==> src/rtl/arb_select_reg.sv <==
// N:1 arbitrated selector with a single registered output stage and valid/ready on every port.
// Optional packet lock (in_last/out_last) is enabled by defining ARB_SELECT_LOCK_EN.
module arb_select_reg #(
    parameter int unsigned WIDTH  = 32,
    parameter int unsigned NUM_CH = 4,
    parameter int unsigned MODE   = 0,
    localparam int unsigned SEL_W = (NUM_CH <= 2) ? 1 : $clog2(NUM_CH)
) (
    input  logic                    clk,
    input  logic                    rst,
    input  logic [NUM_CH*WIDTH-1:0] in_data,
    input  logic [NUM_CH-1:0]       in_valid,
    output logic [NUM_CH-1:0]       in_ready,
`ifdef ARB_SELECT_LOCK_EN
    input  logic [NUM_CH-1:0]       in_last,
    output logic                    out_last,
`endif
    output logic [WIDTH-1:0]        out_data,
    output logic [SEL_W-1:0]        out_ch,
    output logic                    out_valid,
    input  logic                    out_ready
);

    logic [WIDTH-1:0]  out_data_q, out_data_d;
    logic [SEL_W-1:0]  out_ch_q, out_ch_d;
    logic              out_valid_q, out_valid_d;
    logic [SEL_W-1:0]  ptr_q, ptr_d;

    logic              can_load, accept, adv_ptr;
    logic              srch_any, any_grant;
    logic [SEL_W-1:0]  srch_idx, grant_idx;
    logic [NUM_CH-1:0] grant;
    int unsigned       base, idx;

`ifdef ARB_SELECT_LOCK_EN
    logic              lock_q, lock_d;
    logic [SEL_W-1:0]  lock_ch_q, lock_ch_d;
    logic              out_last_q, out_last_d;
`endif

    // Search upward from base with wrap; base is 0 for fixed priority.
    always_comb begin
        srch_any = 1'b0;
        srch_idx = '0;
        base     = (MODE == 1) ? 32'(ptr_q) : 32'd0;
        idx      = 0;
        for (int unsigned j = 0; j < NUM_CH; j++) begin
            idx = (base + j) % NUM_CH;
            if (!srch_any && in_valid[idx]) begin
                srch_any = 1'b1;
                srch_idx = SEL_W'(idx);
            end
        end
    end

    always_comb begin
        any_grant = srch_any;
        grant_idx = srch_idx;
`ifdef ARB_SELECT_LOCK_EN
        if (lock_q) begin
            any_grant = in_valid[lock_ch_q];
            grant_idx = lock_ch_q;
        end
`endif
        grant    = NUM_CH'(any_grant) << grant_idx;
        can_load = !out_valid_q || out_ready;
        accept   = can_load && any_grant;
        in_ready = (rst || !can_load) ? '0 : grant;
    end

    always_comb begin
        out_data_d  = out_data_q;
        out_ch_d    = out_ch_q;
        out_valid_d = out_valid_q;
        ptr_d       = ptr_q;
        adv_ptr     = accept && (MODE == 1);
`ifdef ARB_SELECT_LOCK_EN
        lock_d      = lock_q;
        lock_ch_d   = lock_ch_q;
        out_last_d  = out_last_q;
        adv_ptr     = adv_ptr && in_last[grant_idx];
        if (accept) begin
            lock_d     = !in_last[grant_idx];
            lock_ch_d  = grant_idx;
            out_last_d = in_last[grant_idx];
        end
`endif
        if (can_load) begin
            out_valid_d = any_grant;
        end
        if (accept) begin
            out_data_d = in_data[32'(grant_idx)*WIDTH +: WIDTH];
            out_ch_d   = grant_idx;
        end
        if (adv_ptr) begin
            ptr_d = (grant_idx == SEL_W'(NUM_CH - 1)) ? '0 : grant_idx + 1'b1;
        end
    end

    always_ff @(posedge clk or posedge rst) begin
        if (rst) begin
            out_data_q  <= '0;
            out_ch_q    <= '0;
            out_valid_q <= 1'b0;
            ptr_q       <= '0;
`ifdef ARB_SELECT_LOCK_EN
            lock_q      <= 1'b0;
            lock_ch_q   <= '0;
            out_last_q  <= 1'b0;
`endif
        end else begin
            out_data_q  <= out_data_d;
            out_ch_q    <= out_ch_d;
            out_valid_q <= out_valid_d;
            ptr_q       <= ptr_d;
`ifdef ARB_SELECT_LOCK_EN
            lock_q      <= lock_d;
            lock_ch_q   <= lock_ch_d;
            out_last_q  <= out_last_d;
`endif
        end
    end

    assign out_data  = out_data_q;
    assign out_ch    = out_ch_q;
    assign out_valid = out_valid_q;
`ifdef ARB_SELECT_LOCK_EN
    assign out_last  = out_last_q;
`endif

endmodule
==> config.mk <==
export PLATFORM = sky130hd
export DESIGN_NAME = arb_select_reg
export DESIGN_NICKNAME = d
export VERILOG_FILES = /design/src/rtl/arb_select_reg.sv
export SDC_FILE = /design/constraint.sdc
export NUM_CORES = 1
export LEC_CHECK = 0
export ABC_AREA = 1
export BUFFER_PORTS_ARGS = -buffer_cell sky130_fd_sc_hd__buf_4
export CORE_MARGIN = 3
export CORE_UTILIZATION = 33
export DETAILED_ROUTE_END_ITERATION = 10
export MAX_ROUTING_LAYER = met4
export PLACE_DENSITY = 0.65
export REMOVE_ABC_BUFFERS = 1
export SYNTH_ARGS = -nofsm -noshare
export SYNTH_HDL_FRONTEND = slang
export SYNTH_SLANG_ARGS = --single-unit
==> constraint.sdc <==
create_clock -name clk -period 1.6 [get_ports clk]
set_input_delay 0.24 -clock clk [delete_from_list [all_inputs] [get_ports clk]]
set_output_delay 0.24 -clock clk [all_outputs]
set_load 0.02 [all_outputs]
Yosys cells after proc, flatten, opt, wreduce, memory -nomap -nowiden
Index checks and enable logic that the tools add are counted.

Add/subtract/negate cells: 0. Multiply operators: 0. Div/mod/pow operators: 0. Order comparisons: 0. Eq/ne operators: 0. Shift-type cells: 2. Mux-type cells: 8. Bitwise operators: 0. Reduce and logical (&&, ||, !) cells: 11.

Operator list (count): 128-bit by 8-bit indexed part select with 32-bit output (1); 1-bit logical NOT (5); 1-bit 2-to-1 mux (5); 1-bit logical AND (4); 2-bit 2-to-1 mux (2); 4-bit 2-to-1 mux (1); 1-bit by 2-bit << shifter with 4-bit output (1); 1-bit logical OR (2).

Flip-flop bits (word level): 35. Latch bits: 0. Memory bits (writable): 0. Bits in read-only memories: 0. Bits of input ports: 135. Output and inout port bits: 39. Word-level logic and storage cells: 24. Memories: 0.

Logic depth before layout (Yosys ltp)
Gate-level depths: netlist of the first run.

Depth after elaboration: 12. Mapped depth: 10. Gate-level depth less buffers: 9.

Least setup slack after synthesis of the first run
Ideal clock, no wire load.

Path type: input to output. Start: input port rst. End: output port in_ready[0]. Arrival: 1.553 ns. Required time: 1.360 ns. Path slack: -0.193 ns. Stages on the path: 3. Path buffers: 0. Cell sequence: inv_1 nand2_1 nor2_1.

Longest elaborated chain between the ends: 2.

Ends and longest elaborated chain: start, declared (RTL line 10) `input logic rst,`; 1-bit logical OR (RTL line 68) `in_ready = (rst || !can_load) ? '0 : grant;`; 4-bit 2-to-1 mux (RTL line 68); end, declared (RTL line 13) `output logic [NUM_CH-1:0] in_ready,`.

Every way passes these cells.

Worst setup path after layout of the first run
Start: register out_valid_q (netlist: out_valid). End: output port in_ready[0].

Longest elaborated chain between the ends: 5.

Ends and longest elaborated chain: start, declared (RTL line 26) `logic out_valid_q, out_valid_d;`; start signal, assigned (RTL line 114) `out_valid_q <= out_valid_d;`; 1-bit logical NOT (RTL line 66) `can_load = !out_valid_q || out_ready;`; 1-bit logical OR (RTL line 66); 1-bit logical NOT (RTL line 68); 1-bit logical OR (RTL line 68); 4-bit 2-to-1 mux (RTL line 68).

Every way passes these cells.

==> flow_summary.rst, run 1 <==
.. list-table::
   :header-rows: 1

   * - Metric
     - Value
   * - Data required time of the worst path
     - 1.36 ns
   * - Type of the worst setup path
     - reg -> out
   * - Syn Std Cell Area
     - 3033 µm²
   * - Share of the synthesized area in the top cell type
     - 28.88%
   * - Die width
     - 101.9 µm
   * - Weighted congestion reported at the end of routability-driven placement
     - 0.8476
   * - Total negative setup slack
     - 0 ns
   * - Slack of the worst reg-to-reg path
     - 0.38 ns
   * - Remaining number of nets flagged by the antenna check after routing
     - 0
   * - First-pass GRT wire length
     - 14.90 mm
   * - Total power divided by cell area
     - 687.2 nW/µm²
   * - Busiest layer in global routing
     - met2
   * - Maximum number of pins on one net before global-route repair
     - 36
   * - Detailed Routing Iterations Pass 1
     - 5
   * - Antenna diode instance count
     - 0
   * - Post-cts resize count
     - 0
   * - Largest fanout on the critical path
     - 4
   * - TritonCTS clock tree
     - built
   * - Max cap viols
     - 0
   * - Actual slew at the worst max-slew pin
     - 0.4538 ns
   * - Count of endpoints failing hold in the final timing report
     - 0
   * - Count of boundary I/O pins
     - 174
   * - Setup Fix Bufs, Post-CTS
     - 0
   * - Dpl hpwl
     - 7.475 mm
   * - Dominant combinational cell family by area after synthesis
     - simple AND/OR/NAND/NOR gates
   * - Starting utilization of the core area
     - 34.44%
   * - Normalized max-slew margin
     - 69.75%
   * - H-tree lvl count
     - 2
   * - Arr. time, crit path
     - 1.21 ns
   * - Via/cell ratio
     - 4.482
   * - Worst Hold Slack
     - 0.1035 ns
   * - Leak
     - 2.948 nW
   * - Floorplan Core Area
     - 8806 µm²
   * - Signed area change from the synthesized netlist to the final layout
     - 49.01%
   * - Count leader, synth
     - sky130_fd_sc_hd__nand2_1
   * - Combinational cell fraction of total power
     - 44.5%
   * - Ratio of cells with drive above 1 in the final layout
     - 28.29%
   * - Endpoints failing setup
     - 0
   * - Cells after synthesis
     - 543
   * - Post-synthesis adder-cell area fraction
     - 0%
   * - Category of the worst setup path capture point
     - output port
   * - Reg-to-Reg Start
     - out_valid
   * - Top_reg_cell synth
     - sky130_fd_sc_hd__dfrtp_1
   * - Synth async-reset ratio
     - 100.0%
   * - Initial drt markers
     - 119
   * - Period utilisation layout
     - 90.90%
   * - Fraction of synthesized area in multiplexers
     - 0%
   * - CTS Root Buffer Type
     - sky130_fd_sc_hd__clkbuf_8
   * - Post-place instance area
     - 4438 µm²
   * - Clk sinks
     - 35
   * - Met2 track demand over resource
     - 31.59%
   * - Layout Cell Area excl Fill
     - 4519 µm²
   * - Capture instance of the worst register-to-register path
     - out_ch[0]
   * - Detailed-route via count
     - 3653
   * - Number of nets in the finished design
     - 841
   * - Remaining DRCs
     - 0
   * - Number of flip-flops and latches in the synthesized netlist
     - 35
   * - Kind of start point of the critical path
     - register
   * - Average wire per standard cell
     - 11.58 µm
   * - Most used standard cells in the synthesized netlist
     - sky130_fd_sc_hd__nand2_1, sky130_fd_sc_hd__inv_1, sky130_fd_sc_hd__nand3_1, sky130_fd_sc_hd__dfrtp_1, sky130_fd_sc_hd__buf_2
   * - Class of the worst hold path
     - in -> async
   * - Die Area
     - 10380 µm²
   * - Number of enable flip-flop cells after synthesis
     - 0
   * - Clock skew after layout
     - 0.002265 ns
   * - Clk Latency, worst-skew pair
     - 0.27 ns
   * - Maximum VDD drop
     - 310.3 µV
   * - Sw power
     - 0.001124 W
   * - Synth top area cells
     - sky130_fd_sc_hd__dfrtp_1, sky130_fd_sc_hd__nand2_1, sky130_fd_sc_hd__nand3_1
   * - Number of hold buffers added after CTS
     - 0
   * - Status
     - finished, final reports clean
   * - Number of antenna violations at the first check in global routing
     - 0
   * - Number of placement rows
     - 34
   * - Depth of the worst register-to-register path
     - 8
   * - Global routing usage on met1
     - 22.14%
   * - DRT Wirelength
     - 9.441 mm
   * - Power Internal
     - 0.001982 W
   * - Clock power share
     - 19.3%
   * - Part of the Yosys area used for sequential elements
     - 28.88%
   * - Number of max-slew violations in the final report
     - 0
   * - Unrepaired setup endpoints after global routing
     - no
   * - Syn Area/Cell
     - 5.585 µm²
   * - Max Clock Freq
     - 0.6876 GHz
   * - Total of warnings raised by yosys
     - 0
   * - Maximum count of clock buffers along a single path
     - 2
   * - Sequential power share
     - 36.2%
   * - Worst Setup Slack, final
     - 0.1456 ns
   * - Pre-CTS WS
     - 0.1995 ns
   * - Area share of xor/xnor cells in the synthesized design
     - 0%
   * - Share of total power consumed by net switching
     - 36.19%
   * - Total Power Consumption
     - 0.003106 W
   * - Compound-cell area share of the yosys netlist
     - 0.3713%
   * - Count of buffers inserted at the top-level ports
     - 173
   * - Total congestion overflow
     - 0
   * - Via count of the first global-routing pass
     - 3318
   * - Top cell type by total area after synthesis
     - sky130_fd_sc_hd__dfrtp_1
   * - Met3 Track Usage GR
     - 3.140%
   * - Time the final worst path needs with I/O delays and setup
     - 1.454 ns
   * - Total clock buffers created by CTS
     - 5
   * - Number of library cell types mapped by synthesis
     - 14
   * - Global-route usage over all layers
     - 18.09%
   * - Vertical die dimension
     - 101.9 µm
   * - Synth Area in Simple Gates
     - 47.65%
   * - Clock-pin transition on the worst setup and hold timing paths
     - 0.07 ns
-- routing by layer --
layer  share of wire (%)  up-vias  wire length, µm
met2                  51      121             4769
met3                 7.2        8              678
met5                   0        -                0
li1                    -     1923                -
met1                  42     1601             3938
met4                0.58        0               55
-- cell usage in the layout, fill, tap and decap left out --
cell type and n:
sky130_fd_sc_hd__nand2_1 197, sky130_fd_sc_hd__buf_4 184, sky130_fd_sc_hd__inv_1 133, sky130_fd_sc_hd__nand3_1 128, sky130_fd_sc_hd__dfrtp_1 35, sky130_fd_sc_hd__nor2_1 8, sky130_fd_sc_hd__nand2_2 5, sky130_fd_sc_hd__clkbuf_8 5
sky130_fd_sc_hd__buf_12 4, sky130_fd_sc_hd__clkinv_1 2, sky130_fd_sc_hd__clkbuf_1 2, sky130_fd_sc_hd__nor2_2 1, sky130_fd_sc_hd__a31oi_1 1, sky130_fd_sc_hd__o21ai_0 1, sky130_fd_sc_hd__clkinv_2 1
-- state kept, by name, summed over array words and instances, names as in the netlist --
| name | count |
|---|---|
| out_data | 32 |
| out_ch | 2 |
| out_valid | 1 |
-- stage by stage --
step                utilization (%)  cells
global route                  51.32    815
floorplan                         -    511
CTS                           51.32    815
detailed placement            50.40    807
global placement              50.40    807
finish                        51.32    815
-- cell type report --
cell class / instances / area [µm²]
well taps: 108 / 135.1
clock buffers: 7 / 76.32
clock inverters: 1 / 5.005
flip-flops and latches: 35 / 875.8
multi-input cells: 341 / 1459
repair buffers: 188 / 1461
fillers: 908 / 4287
inverters: 135 / 506.7
-- power by group through the flow --
stage          Sequential, W  Combinational (W)  Clock, W
5_1_grt              0.00114            0.00154  0.000671
4_1_cts              0.00113            0.00140  0.000636
3_5_place_dp         0.00114            0.00140         0
6_report             0.00112            0.00138  0.000601
3_3_place_gp         0.00113            0.00137         0
2_1_floorplan        0.00132           0.000499         0
-- cells by family after synthesis --
group | count (synthesis)
AND/OR/NAND/NOR | 339
buffers and inverters | 167
AO/OA/AOI/OAI | 2
flip-flops | 35
-- worst max-delay path by stage --
stage          cells after the start     endpoint  slack [ns]   startpoint
2_1_floorplan                      8  out_data[0]       -1.08  in_valid[0]
3_3_place_gp                      10  out_data[9]        0.25  in_valid[3]
3_5_place_dp                      10  out_data[7]        0.20  in_valid[1]
4_1_cts                            6  in_ready[0]        0.12    out_valid
5_1_grt                            6  in_ready[2]       0.009    out_valid
6_report                           6  in_ready[0]        0.15    out_valid
-- worst max-delay path, cell delays in order, from the launching register on --
cell	delay, ns
sky130_fd_sc_hd__dfrtp_1	0.39
sky130_fd_sc_hd__inv_1	0.05
sky130_fd_sc_hd__nor2_1	0.03
sky130_fd_sc_hd__inv_1	0.09
sky130_fd_sc_hd__nand2_1	0.12
sky130_fd_sc_hd__nor2_1	0.11
sky130_fd_sc_hd__buf_4	0.15
Note: power is estimated with default switching activity, not from simulation.
==> run 2: changes to the inputs <==
ABC_AREA = 0   (was 1)
GPL_TIMING_DRIVEN = 0   (was not set)
PLACE_DENSITY = 0.66   (was 0.65)
==> flow_summary.rst, run 2 <==
.. list-table::
   :header-rows: 1

   * - Metric
     - Value
   * - Status
     - finished, violations left
   * - Failing checks
     - hold timing
   * - Leak
     - 2.161 nW
   * - Max Clock Freq
     - 0.6422 GHz
   * - Time the final worst path needs with I/O delays and setup
     - 1.557 ns
   * - Worst Setup Slack, final
     - 0.04289 ns
   * - Unrepaired setup endpoints after global routing
     - yes
   * - Synth top area cells
     - sky130_fd_sc_hd__dfrtp_1, sky130_fd_sc_hd__a21oi_1, sky130_fd_sc_hd__a22o_1
   * - Clk sinks
     - 35
   * - Clock-pin transition on the worst setup and hold timing paths
     - 0.07 ns
   * - Total negative setup slack
     - 0 ns
   * - Die Area
     - 10300 µm²
   * - Total stage count of the critical path
     - 4
   * - Global routing usage on met1
     - 24.06%
   * - Number of enable flip-flop cells after synthesis
     - 0
   * - Synth async-reset ratio
     - 100.0%
   * - Busiest layer in global routing
     - met2
   * - Count of endpoints failing hold in the final timing report
     - 9
   * - Arr. time, crit path
     - 1.32 ns
   * - Number of antenna violations at the first check in global routing
     - 0
   * - Kind of start point of the critical path
     - register
   * - Type of the worst setup path
     - reg -> out
   * - Non-filler cells in the finished layout
     - 637
   * - Antenna diode instance count
     - 0
   * - Top cell type by total area after synthesis
     - sky130_fd_sc_hd__dfrtp_1
   * - First-pass GRT wire length
     - 16.04 mm
   * - Count of boundary I/O pins
     - 174
   * - Pre-CTS WS
     - -0.8299 ns
   * - Floorplan Core Area
     - 8806 µm²
   * - Syn Area/Cell
     - 7.756 µm²
   * - Total Power Consumption
     - 0.002940 W
   * - DRT Wirelength
     - 10.46 mm
   * - Largest register FFs
     - 32
   * - Number of max-slew violations in the final report
     - 0
   * - Total congestion overflow
     - 0
   * - Class of the worst hold path
     - in -> async
   * - List of cells traversed by the critical path
     - nor2b_4 > nor3_2 > and3_1 > buf_6
   * - Count of buffers inserted at the top-level ports
     - 173
   * - Worst Hold Slack
     - -0.007554 ns
   * - Number of flip-flops and latches in the synthesized netlist
     - 35
   * - Total power divided by cell area
     - 662.4 nW/µm²
   * - Via count of the first global-routing pass
     - 3314
   * - Starting utilization of the core area
     - 34.17%
   * - Average wire per standard cell
     - 16.42 µm
   * - Largest fanout on the critical path
     - 4
   * - Detailed-route via count
     - 3449
   * - Category of the worst setup path capture point
     - output port
   * - Detailed Routing Iterations Pass 1
     - 4
   * - Ratio of cells with drive above 1 in the final layout
     - 36.48%
   * - Global-route usage over all layers
     - 19.61%
   * - TritonCTS clock tree
     - built
   * - Die width
     - 101.5 µm
   * - H-tree lvl count
     - 2
   * - Weighted congestion reported at the end of routability-driven placement
     - 0.8195
   * - Maximum count of clock buffers along a single path
     - 2
   * - Met2 track demand over resource
     - 33.10%
   * - Maximum VDD drop
     - 320.9 µV
   * - Via/cell ratio
     - 5.414
   * - Vertical die dimension
     - 101.5 µm
   * - CTS Root Buffer Type
     - sky130_fd_sc_hd__clkbuf_8
   * - Most used cells in the layout excluding fill and tap cells
     - sky130_fd_sc_hd__buf_4, sky130_fd_sc_hd__a21oi_1, sky130_fd_sc_hd__o21ai_0, sky130_fd_sc_hd__dfrtp_1, sky130_fd_sc_hd__nand3b_1
   * - Buf+Inv Stages, Crit Path
     - 1
   * - Number of library cell types mapped by synthesis
     - 23
   * - Remaining number of nets flagged by the antenna check after routing
     - 0
   * - Syn Std Cell Area
     - 3009 µm²
   * - Critical Path Max Stage Delay
     - 0.44 ns
   * - Period utilisation layout
     - 97.32%
   * - Most frequent standard cell in the layout excluding fill and tap cells
     - sky130_fd_sc_hd__buf_4
   * - Met3 Track Usage GR
     - 3.994%
   * - Max cap viols
     - 0
   * - Most used standard cells in the synthesized netlist
     - sky130_fd_sc_hd__a21oi_1, sky130_fd_sc_hd__clkbuf_1, sky130_fd_sc_hd__dfrtp_1, sky130_fd_sc_hd__o21ai_0
   * - Top_reg_cell synth
     - sky130_fd_sc_hd__dfrtp_1
   * - Depth of the worst register-to-register path
     - 3
   * - Share of the synthesized area in the top cell type
     - 29.11%
   * - Core Util, Final
     - 50.40%
   * - Master of the slowest instance on the critical path
     - sky130_fd_sc_hd__dfrtp_2
   * - Normalized max-slew margin
     - 56.58%
   * - Total clock buffers created by CTS
     - 5
   * - Number of placement rows
     - 34
   * - Total of warnings raised by yosys
     - 0
   * - Part of the Yosys area used for sequential elements
     - 29.11%
   * - Placed cell count
     - 625
   * - Number of hold buffers added after CTS
     - 0
   * - Count leader, synth
     - sky130_fd_sc_hd__a21oi_1
   * - Cells after synthesis
     - 388
   * - Actual slew at the worst max-slew pin
     - 0.6513 ns
   * - Dpl hpwl
     - 6.520 mm
   * - Number of nets in the finished design
     - 663
   * - Clk Latency, worst-skew pair
     - 0.28 ns
   * - Clock skew after layout
     - 0.005939 ns
   * - Remaining DRCs
     - 0
   * - Maximum number of pins on one net before global-route repair
     - 103
   * - Endpoints failing setup
     - 0
   * - Initial drt markers
     - 128
   * - Signed area change from the synthesized netlist to the final layout
     - 47.48%
   * - Data required time of the worst path
     - 1.36 ns
   * - Top cell family by delay on the critical path
     - simple AND/OR/NAND/NOR gates
-- run 2: report_power, final --
group          total (W)  internal (W)  leakage (nW)  switching (W)
combinational    0.00116      0.000583          1.73       0.000575
sequential       0.00107       0.00100         0.384      0.0000670
clock           0.000713      0.000393        0.0515       0.000320
-- run 2: cell type report --
type,instances,area (µm²)
fill,870,4368
multi-input combinational,278,1847
timing repair buffer,176,1356
sequential,35,877.1
tap,108,135.1
inverter,32,122.6
clock buffer,8,100.1
-- run 2: path summary, 6_finish.rpt --
path | slack [ns] | startpoint | to
min reg2reg | 0.50 | out_ch[1] | out_ch[1]
max reg2reg | 0.13 | out_valid | out_data[26]
max in group asynchronous | 1.26 | rst | out_valid
min | -0.008 | rst | out_data[3]
max | 0.04 | out_valid | in_ready[3]
min in group clk | 0.30 | in_data[58] | out_data[26]
-- run 2: routing by layer --
layer  part of all wire [%]  vias up
li1                       -     1678
met1                     43     1619
met2                     48      137
met3                    7.1       15
met4                    1.5        0
met5                      0        -
-- run 2: logic make-up (layout without fill, tap and decap cells) --
kind of cell,after synthesis,after routing,share of synthesized area [%]
buffers and inverters,77,216,11.10
AO/OA/AOI/OAI,163,163,32.68
AND/OR/NAND/NOR,113,115,27.11
flip-flops,35,35,29.11
-- run 2: metrics by stage --
stage / instance area (µm²) / hold WS, ns
6_report: 4438 / -0.007554
5_1_grt: 4438 / 0.01845
4_1_cts: 4402 / 0.1527
3_5_place_dp: 4259 / 0.4624
3_3_place_gp: 4229 / 0.4753
2_1_floorplan: 2795 / 0.3997
-- run 2: timing repair --
action,4_1_cts,5_1_grt
endpoints found under the setup margin,39,36
setup buffers,1,1
gates cloned,1,1
resized for setup,7,7
pin swaps,3,0
==> run 3: changes to the inputs <==
MAX_ROUTING_LAYER = not set   (was met4)
==> flow_summary.rst, run 3 (synthesized netlist as in run 2, its figures left out) <==
.. list-table::
   :header-rows: 1

   * - Metric
     - Value
   * - Post-place instance area
     - 4259 µm²
   * - Busiest layer in global routing
     - met2
   * - Maximum number of pins on one net before global-route repair
     - 103
   * - First-pass GRT wire length
     - 16.04 mm
   * - Area of the multi-input gates
     - 1847 µm²
   * - Clk Latency, worst-skew pair
     - 0.29 ns
   * - Layout Cell Area excl Fill
     - 4438 µm²
   * - Max cap viols
     - 0
   * - Number of hold buffers added after CTS
     - 0
   * - Detailed Routing Iterations Pass 1
     - 4
   * - Power Internal
     - 0.001977 W
   * - Signed area change from the synthesized netlist to the final layout
     - 47.48%
   * - Initial drt markers
     - 145
   * - Leak
     - 2.161 nW
   * - Clock skew after layout
     - 0.003128 ns
   * - Failing checks
     - hold timing
   * - Floorplan Core Area
     - 8806 µm²
   * - Share of total power consumed by net switching
     - 32.57%
   * - Global-route usage over all layers
     - 19.04%
   * - Actual slew at the worst max-slew pin
     - 0.6471 ns
   * - Depth of the worst register-to-register path
     - 3
   * - Normalized max-slew margin
     - 56.86%
   * - Weighted congestion reported at the end of routability-driven placement
     - 0.8076
   * - Kind of start point of the critical path
     - register
   * - Sequential power share
     - 36.4%
   * - Clk sinks
     - 35
   * - CTS Root Buffer Type
     - sky130_fd_sc_hd__clkbuf_8
   * - Vertical die dimension
     - 101.5 µm
   * - Most frequent standard cell in the layout excluding fill and tap cells
     - sky130_fd_sc_hd__buf_4
   * - Period utilisation layout
     - 97.01%
   * - Remaining DRCs
     - 0
   * - Class of the worst hold path
     - in -> async
   * - Met3 Track Usage GR
     - 4.132%
   * - Category of the worst setup path capture point
     - output port
   * - Number of nets in the finished design
     - 663
   * - Count of buffers inserted at the top-level ports
     - 173
   * - TritonCTS clock tree
     - built
   * - Detailed-route via count
     - 3422
   * - Count of endpoints failing hold in the final timing report
     - 4
   * - Die Area
     - 10300 µm²
   * - Ratio of cells with drive above 1 in the final layout
     - 36.48%
   * - DRT Wirelength
     - 10.46 mm
   * - Total power divided by cell area
     - 660.8 nW/µm²
   * - Number of placement rows
     - 34
   * - Met2 track demand over resource
     - 33.10%
   * - Number of antenna violations at the first check in global routing
     - 0
   * - Data required time of the worst path
     - 1.36 ns
   * - Global routing usage on met1
     - 24.02%
   * - Time the final worst path needs with I/O delays and setup
     - 1.552 ns
   * - Worst Hold Slack
     - -0.001185 ns
   * - Maximum count of clock buffers along a single path
     - 2
   * - Max Clock Freq
     - 0.6443 GHz
   * - Via/cell ratio
     - 5.372
   * - Sw power
     - 0.0009552 W
   * - Number of fill cells in the layout
     - 870
   * - Status
     - finished, violations left
   * - Die width
     - 101.5 µm
   * - Average wire per standard cell
     - 16.42 µm
   * - Clock-pin transition on the worst setup and hold timing paths
     - 0.07 ns
   * - Maximum VDD drop
     - 320.8 µV
   * - Most used cells in the layout excluding fill and tap cells
     - sky130_fd_sc_hd__buf_4, sky130_fd_sc_hd__a21oi_1, sky130_fd_sc_hd__o21ai_0, sky130_fd_sc_hd__dfrtp_1, sky130_fd_sc_hd__nand3b_1
   * - Total congestion overflow
     - 0
   * - Number of max-slew violations in the final report
     - 0
   * - Type of the worst setup path
     - reg -> out
   * - Unrepaired setup endpoints after global routing
     - yes
   * - Total clock buffers created by CTS
     - 5
   * - Via count of the first global-routing pass
     - 3308
   * - Remaining number of nets flagged by the antenna check after routing
     - 0
   * - Endpoints failing setup
     - 0
   * - Sequential cell area in the final layout
     - 877.1 µm²
   * - Clock power share
     - 24.1%
   * - Largest register FFs
     - 32
   * - Starting utilization of the core area
     - 34.17%
   * - H-tree lvl count
     - 2
   * - Dpl hpwl
     - 6.520 mm
   * - Combinational cell fraction of total power
     - 39.4%
   * - Arr. time, crit path
     - 1.31 ns
   * - Antenna diode instance count
     - 0
   * - Count of boundary I/O pins
     - 174
   * - Largest fanout on the critical path
     - 4
## run 3: power groups by stage
stage / Combinational [W] / Clock (W) / Sequential (W)
after floorplan: 0.000356 / 0 / 0.00123
after global placement: 0.00112 / 0 / 0.00108
after detailed placement: 0.00115 / 0 / 0.00108
after CTS: 0.00116 / 0.000738 / 0.00107
after global routing: 0.00125 / 0.000780 / 0.00108
final: 0.00116 / 0.000708 / 0.00107
## run 3: area by class of cell
class,instances,area share [%]
multi-input combinational,278,41.61
timing repair buffer,176,30.56
sequential,35,19.76
tap,108,3.045
inverter,32,2.763
clock buffer,8,2.255
## run 3: final timing paths
check	start	end	slack, ns
setup / recovery	out_valid	in_ready[3]	0.05
hold / removal	rst	out_data[23]	-0.001
setup reg to reg	out_valid	out_data[26]	0.14
hold reg to reg	out_ch[1]	out_ch[1]	0.50
max in group asynchronous	rst	out_valid	1.25
min in group clk	in_data[58]	out_data[26]	0.30
## run 3: critical path, stage by stage (launching register included)
cell	delay, ns
sky130_fd_sc_hd__dfrtp_2	0.44
sky130_fd_sc_hd__nor2b_4	0.15
sky130_fd_sc_hd__nor3_2	0.13
sky130_fd_sc_hd__and3_1	0.19
sky130_fd_sc_hd__buf_6	0.12
## run 3: routing by layer
layer	share of wire (%)	wire length [µm]	up-vias
met5	0	0	-
met4	1.4	142	0
met3	7.0	735	14
met2	50	5181	131
met1	42	4403	1601
li1	-	-	1676
## run 3: per-stage QoR
| stage | setup WS [ns] | total power [W] | utilization (%) | cells | setup TNS [ns] |
|---|---|---|---|---|---|
| 2_1_floorplan | -0.2141 | 0.001582 | - | 343 | -5.739 |
| 3_3_place_gp | -1.342 | 0.002200 | 48.03 | 624 | -42.66 |
| 3_5_place_dp | -0.8299 | 0.002232 | 48.37 | 625 | -27.25 |
| 4_1_cts | -0.09600 | 0.002965 | 49.99 | 635 | -0.1381 |
| 5_1_grt | -0.01171 | 0.003119 | 50.40 | 637 | -0.01403 |
| 6_report | 0.04785 | 0.002933 | 50.40 | 637 | 0 |
## run 3: what timing repair did
action	4_1_cts	5_1_grt
resized for setup	7	7
gates cloned	1	1
pin swaps	3	0
buffers inserted	1	1
endpoints found under the setup margin	39	36
